===== src/rtl/fifo_uart_tx_pkg.sv =====
// Shared definitions for the FIFO-draining UART transmitter.
// State encoding is fixed so it can be probed by debug logic.
package fifo_uart_tx_pkg;

  typedef enum logic [2:0] {
    IDLE   = 3'd0,
    START  = 3'd1,
    DATA   = 3'd2,
    PARITY = 3'd3,
    STOP   = 3'd4
  } tx_state_e;

  localparam logic TX_IDLE_LEVEL = 1'b1;

endpackage


===== src/rtl/fifo_uart_tx_if.sv =====
// FIFO read-port bundle between the async FIFO (master) and its consumer (slave).
// The consumer pops with fifo_r_inc while fifo_empty is low.
interface fifo_uart_tx_if #(
  parameter int DATA_WIDTH = 8
);

  logic                  fifo_empty;
  logic [DATA_WIDTH-1:0] fifo_rd_data;
  logic                  fifo_r_inc;

  modport master (
    output fifo_empty,
    output fifo_rd_data,
    input  fifo_r_inc
  );

  modport slave (
    input  fifo_empty,
    input  fifo_rd_data,
    output fifo_r_inc
  );

endinterface


===== src/rtl/fifo_uart_tx_bit_timer.sv =====
// uart_bit_timer: counts clk cycles while enabled, pulses bit_done every period cycles.
// Restarts from zero on load, so a new frame always begins on a fresh bit boundary.
module uart_bit_timer #(
  parameter int PRESCALE_WIDTH = 6
) (
  input  logic                      clk,
  input  logic                      rst_n,
  input  logic                      en,
  input  logic                      load,
  input  logic [PRESCALE_WIDTH-1:0] period,
  output logic                      bit_done
);

  logic [PRESCALE_WIDTH-1:0] cnt_q;

  // period is never zero here; the caller clamps it to at least 1
  assign bit_done = en && (cnt_q == period - PRESCALE_WIDTH'(1));

  always_ff @(posedge clk or negedge rst_n) begin
    if (!rst_n) begin
      cnt_q <= '0;
    end else if (load || !en || bit_done) begin
      cnt_q <= '0;
    end else begin
      cnt_q <= cnt_q + PRESCALE_WIDTH'(1);
    end
  end

endmodule


===== src/rtl/fifo_uart_tx.sv =====
// Pops words from the async FIFO read port and serializes each as a UART frame.
// Optional parity bit is built only when UART_TX_PARITY_EN is defined.
module fifo_uart_tx
  import fifo_uart_tx_pkg::*;
#(
  parameter int DATA_WIDTH     = 8,
  parameter int PRESCALE_WIDTH = 6
) (
  input  logic                      clk,
  input  logic                      rst_n,
  fifo_uart_tx_if.slave             fifo,
  input  logic [PRESCALE_WIDTH-1:0] prescale,
  input  logic                      par_en,
  input  logic                      par_typ,
  output logic                      tx_out,
  output logic                      busy
);

  localparam int CNT_W = $clog2(DATA_WIDTH + 1);

  tx_state_e                 state_q, state_d;
  logic [DATA_WIDTH-1:0]     shift_q, shift_d;
  logic [CNT_W-1:0]          bit_cnt_q, bit_cnt_d;
  logic [PRESCALE_WIDTH-1:0] period_q;
  logic                      tx_q, tx_d;
  logic                      busy_q;
  logic                      bit_done;
  logic                      pop;
  logic                      par_go;
  logic                      par_bit;

  // Fetch only from IDLE or on the final stop cycle, which keeps it to one pop per frame
  assign pop = rst_n && !fifo.fifo_empty
             && ((state_q == IDLE) || ((state_q == STOP) && bit_done));
  assign fifo.fifo_r_inc = pop;

  uart_bit_timer #(
    .PRESCALE_WIDTH (PRESCALE_WIDTH)
  ) u_bit_timer (
    .clk      (clk),
    .rst_n    (rst_n),
    .en       (state_q != IDLE),
    .load     (pop),
    .period   (period_q),
    .bit_done (bit_done)
  );

`ifdef UART_TX_PARITY_EN
  logic par_en_q;
  logic par_bit_q;

  always_ff @(posedge clk or negedge rst_n) begin
    if (!rst_n) begin
      par_en_q  <= 1'b0;
      par_bit_q <= 1'b0;
    end else if (pop) begin
      par_en_q  <= par_en;
      par_bit_q <= (^fifo.fifo_rd_data) ^ par_typ;
    end
  end

  assign par_go  = par_en_q;
  assign par_bit = par_bit_q;
`else
  logic unused_par_cfg;
  assign unused_par_cfg = par_en ^ par_typ;
  assign par_go         = 1'b0;
  assign par_bit        = TX_IDLE_LEVEL;
`endif

  always_comb begin
    state_d   = state_q;
    shift_d   = shift_q;
    bit_cnt_d = bit_cnt_q;
    tx_d      = TX_IDLE_LEVEL;
    case (state_q)
      IDLE:   if (pop) state_d = START;
      START:  if (bit_done) begin
                state_d   = DATA;
                bit_cnt_d = '0;
              end
      DATA:   if (bit_done) begin
                if (bit_cnt_q == CNT_W'(DATA_WIDTH - 1)) begin
                  state_d = par_go ? PARITY : STOP;
                end else begin
                  shift_d   = shift_q >> 1;
                  bit_cnt_d = bit_cnt_q + CNT_W'(1);
                end
              end
      PARITY: if (bit_done) state_d = STOP;
      STOP:   if (bit_done) state_d = pop ? START : IDLE;
      default: state_d = IDLE;
    endcase
    if (pop) shift_d = fifo.fifo_rd_data;

    // Line level is registered from the next state so it lines up with the state change
    case (state_d)
      START:   tx_d = 1'b0;
      DATA:    tx_d = shift_d[0];
      PARITY:  tx_d = par_bit;
      default: tx_d = TX_IDLE_LEVEL;
    endcase
  end

  always_ff @(posedge clk or negedge rst_n) begin
    if (!rst_n) begin
      state_q   <= IDLE;
      shift_q   <= '0;
      bit_cnt_q <= '0;
      period_q  <= PRESCALE_WIDTH'(1);
      tx_q      <= TX_IDLE_LEVEL;
      busy_q    <= 1'b0;
    end else begin
      state_q   <= state_d;
      shift_q   <= shift_d;
      bit_cnt_q <= bit_cnt_d;
      tx_q      <= tx_d;
      busy_q    <= (state_d != IDLE);
      if (pop) period_q <= (prescale == '0) ? PRESCALE_WIDTH'(1) : prescale;
    end
  end

  assign tx_out = tx_q;
  assign busy   = busy_q;

endmodule


===== src/flat_wrapper.sv =====
// flat-port wrapper written by rule: the top's interface ports become plain ports
module fifo_uart_tx_flat import fifo_uart_tx_pkg::*;
#(
  parameter int DATA_WIDTH     = 8,
  parameter int PRESCALE_WIDTH = 6
)
  (clk, rst_n, prescale, par_en, par_typ, tx_out, busy, fifo_fifo_empty, fifo_fifo_rd_data, fifo_fifo_r_inc);
  fifo_uart_tx_if #(.DATA_WIDTH(DATA_WIDTH)) fifo_i ();
  input  logic clk;
  input  logic rst_n;
  input  logic [PRESCALE_WIDTH-1:0] prescale;
  input  logic par_en;
  input  logic par_typ;
  output logic tx_out;
  output logic busy;
  input wire logic [$bits(fifo_i.fifo_empty)-1:0] fifo_fifo_empty;
  input wire logic [$bits(fifo_i.fifo_rd_data)-1:0] fifo_fifo_rd_data;
  output wire logic [$bits(fifo_i.fifo_r_inc)-1:0] fifo_fifo_r_inc;
  assign fifo_i.fifo_empty = fifo_fifo_empty;
  assign fifo_i.fifo_rd_data = fifo_fifo_rd_data;
  assign fifo_fifo_r_inc = fifo_i.fifo_r_inc;
  fifo_uart_tx #(.DATA_WIDTH(DATA_WIDTH), .PRESCALE_WIDTH(PRESCALE_WIDTH)) u_core (.clk(clk), .rst_n(rst_n), .fifo(fifo_i), .prescale(prescale), .par_en(par_en), .par_typ(par_typ), .tx_out(tx_out), .busy(busy));
endmodule

===== config.mk =====
export PLATFORM = sky130hd
export DESIGN_NAME = fifo_uart_tx_flat
export DESIGN_NICKNAME = d
export VERILOG_FILES = /design/src/rtl/fifo_uart_tx_pkg.sv /design/src/rtl/fifo_uart_tx_if.sv /design/src/rtl/fifo_uart_tx_bit_timer.sv /design/src/rtl/fifo_uart_tx.sv /design/src/flat_wrapper.sv
export SDC_FILE = /design/constraint.sdc
export NUM_CORES = 1
export LEC_CHECK = 0
export ABC_AREA = 1
export CAP_MARGIN = 20
export CORE_UTILIZATION = 54
export DETAILED_ROUTE_END_ITERATION = 8
export GPL_TIMING_DRIVEN = 0
export PLACE_DENSITY = 0.78
export SETUP_SLACK_MARGIN = 0.05
export SYNTH_ARGS = -nofsm -noshare
export SYNTH_HDL_FRONTEND = slang
export SYNTH_SLANG_ARGS = --single-unit

===== constraint.sdc =====
create_clock -name clk -period 2.6 [get_ports clk]
set_clock_uncertainty 0.1 [all_clocks]
set_input_delay 0.26 -clock clk [delete_from_list [all_inputs] [get_ports clk]]
set_output_delay 0.26 -clock clk [all_outputs]
set_load 0.01 [all_outputs]

==> metrics.md <==
| Metric | Value |
|---|---|
| Crit-path cells | inv_2, ha_1, xnor2_1, nor2_1, nand3_2, nor2_4, o21ai_4, inv_4, buf_2 |
| Vias/cell | between 5 and 6 |
| Die Span Y | a little under 60 um |
| Largest family of logic cells by synthesized area | simple AND/OR/NAND/NOR gates |
| Reg clk slew, reported paths | approximately 0.09 ns |
| Fraction of synthesis flops using an asynchronous set or reset pin | 1.00 |
| Post-synth EDFFs | 0 |
| # rows | 19 |
| I/O pin cnt | 22 |
| Status | finished clean |
| N_diodes | 0 |
| Leading area contributor after synthesis | dfrtp_1 |
| CTS Buf Count | 5 |
| R2R cell count | 12 |
| Simple-gate share of the synthesized area | 0.365 |
| Min Tclk post-route | about 2.4 ns |
| Leak | 0.00101 uW |
| Final Wtd Congestion | between 0.7 and 0.8 |
| Avg WL per Cell | approximately 12 um |
| Fraction of layout cells with a size suffix above 1 | 0.151 |
| Top-count cell post-synth | nand2_1 |
| Worst Setup End Kind | output pin |
| Yosys top cell area share | 0.404 |
| Placed insts | between 200 and 300 |
| Worst slew pin tran | 0.574 ns |
| Final Util | 0.712 |
| Adder-Cell Fraction of Synth Area | 0.0224 |
| Crit-path max FO | 4 |
| DRC viols | 0 |
| Critical path depth | 9 |
| Clock Path Buffers | 2 |
| Most frequent cells after synthesis | nand2_1, dfrtp_1, inv_1 |
| Clk root buf | clkbuf_4 |
| Main synth FF type | dfrtp_1 |
| Placeable Area | 2850 um2 |
| R2R Setup Slk | 0.20 ns |
| Mux cell area share after synthesis | 0 |
| Synth area leaders | dfrtp_1, nand2_1, nand3_1 |
| Worst r2r src | u_core.period_q[0] |
| CP Buf/Inv Count | 3 |
| Req. time, crit path | around 2.2 ns |
| Vias in the first global route | ~1300 |
| Post-Syn Area | between 1500 and 2000 um2 |
| Critical Path End | fifo_fifo_r_inc |
| Slew HR | 0.613 |
| Delay-heaviest family, CP | flip-flops |
| Final cycle utilization of the critical path | 0.932 |
| Initial antenna violation count | 0 |
| DP Wirelength | about 2.5 mm |
| Number of port buffers | 19 |
| Mean post-synth cell area | 7.47 um2 |
| Pin count of the biggest net entering global routing | 21 |
| Final setup vio count | 0 |
| Critical R2R Capture | u_core.shift_q[0] |
| Total Nets Final | 280 |
| DR vias | 1474 |
| CTS sink cnt | 29 |
| Worst min path class | in -> reg |
| XOR/XNOR Fraction of Synth Area | 0.0314 |
| Final Hold Viols | 0 |
| RSZ-0062 raised after global routing | false |
| Pins Over Slew Limit | 0 |
| Synth Area in Compound Gates | 0.0486 |
| Data arrival, critical path | 2.06 ns |
| Initial Utilization | 0.587 |
| GRT Overall Usage | 0.242 |
| Placed cell area | roughly 1900 um2 |
| TritonRoute pass-1 iters | 4 |
| CTS tree | done |
| Fmax | 413 MHz |
| CP Class | reg -> out |
| Worst path slowest cell | dfstp_2 |
| Seq cells post-synth | 29 |
| Post-synthesis cell count | approximately 220 |
| Synth-to-layout area growth | 21.4% |
| Max-cap violations | 0 |
| Crit-path max cell delay | roughly 0.55 ns |
| Die ar. | 3330 um2 |
| Clk Latency, worst-skew pair | between 0.3 and 0.4 ns |
| ANT nets after route | 0 |
| DRT iter0 DRCs | 54 |
| Syn nets | 246 |
| Htree depth | 2 |
| First-pass GRT wire length | between 5 and 6 mm |
| Startpoint types | register |
| Final hold slack | approximately 0.36 ns |
| Yosys warnings | 0 |
| Horiz. Die Dim | between 50 and 60 um |
| Post-synthesis sequential area ratio | 0.435 |
| Layout Cells excl Fill | 290 |
| Finished Cell Area | 2030 um2 |
| Cell Pwr Density | between 900 and 1000 nW/um2 |
| VDD IR max | ~650 uV |
| Total wire length | between 3 and 4 mm |
| Unique masters post-synth | 26 |
| GRT Residual Overflow | 0 |
| Crit path from | u_core.period_q[0] |
==> sequential cells by signal, indices dropped and copies added (netlist names) <==
signal and count:
u_core.shift_q 8, u_core.period_q 6, u_core.u_bit_timer.cnt_q 6, u_core.bit_cnt_q 4, u_core.state_q 3, u_core.busy 1, u_core.tx_out 1
==> power by group <==
part           internal, uW  switching (uW)  total [uW]
Sequential              640             138         778
Clock                   103             165         268
Combinational           348             508         856
==> worst min path at each step <==
stage,from,end,cells past startpoint
after CTS,fifo_fifo_rd_data[7],u_core.shift_q[7],3
after detailed placement,u_core.shift_q[7],u_core.shift_q[7],2
after global routing,fifo_fifo_rd_data[7],u_core.shift_q[7],3
after floorplan,rst_n,u_core.bit_cnt_q[0],0
after global placement,u_core.shift_q[7],u_core.shift_q[7],2
final,fifo_fifo_rd_data[7],u_core.shift_q[7],3
==> cell type report <==
| cell class | count | area (um2) |
|---|---|---|
| Fill cell | 248 | 821 |
| Multi-Input combinational cell | 157 | 792 |
| Sequential cell | 29 | 728 |
| Timing Repair Buffer | 28 | 267 |
| Inverter | 36 | 144 |
| Clock buffer | 6 | 41.3 |
| Tap cell | 31 | 38.8 |
| Buffer | 1 | 11.3 |
| Clock inverter | 2 | 10.0 |
==> metal layers <==
layer  routed length [um]  vias up  track usage
met4                   51        0       0.0816
met5                    0        -            0
li1                     -      770            -
met1                 1800      659        0.348
met3                  152        7       0.0603
met2                 1480       38        0.359
==> through the flow <==
stage          TNS, ns  worst slack (ns)  power, uW
6_report             0             0.177       1900
3_3_place_gp     -8.26             -1.10       1580
2_1_floorplan        0             0.543       1410
5_1_grt              0            0.0747       2060
4_1_cts              0             0.108       1910
3_5_place_dp     -1.81            -0.685       1620
==> worst reg2reg max path, cell delays in order, from the launching register on <==
cell and delay, ns:
dfstp_2 0.55, inv_2 0.05, ha_1 0.30, xnor2_1 0.13
nor2_1 0.13, nand3_2 0.13, nor2_4 0.16, o21ai_4 0.09
inv_4 0.07, buf_4 0.17, buf_4 0.19, nand2_1 0.08
and2_1 0.15
==> what timing repair did <==
item | in CTS | in global routing
pin swaps | 4 | 0
endpoints found under the setup margin | 1 | 11
resized for setup | 6 | 2
buffers inserted | 5 | 0
hold buffers | 3 | 0
endpoints found under the hold margin | 9 | 0
==> cells in the final DEF, fill, tap and decap left out, drive strengths merged, types with 4 or more instances in the layout <==
| master | count |
|---|---|
| buf | 8 |
| clkbuf | 6 |
| clkdlybuf4s50 | 17 |
| clkinv | 4 |
| dfrtp | 27 |
| inv | 34 |
| nand2 | 73 |
| nand3 | 25 |
| nand4 | 7 |
| nor2 | 24 |
| o21ai | 14 |
| xor2 | 4 |
==> cell families after synthesis <==
group / after synthesis
adder cells (fa/ha/maj): 3
XOR/XNOR: 6
buffers and inverters: 38
flip-flops: 29
AO/OA/AOI/OAI: 14
AND/OR/NAND/NOR: 134
(Power assumes the default switching activity.)
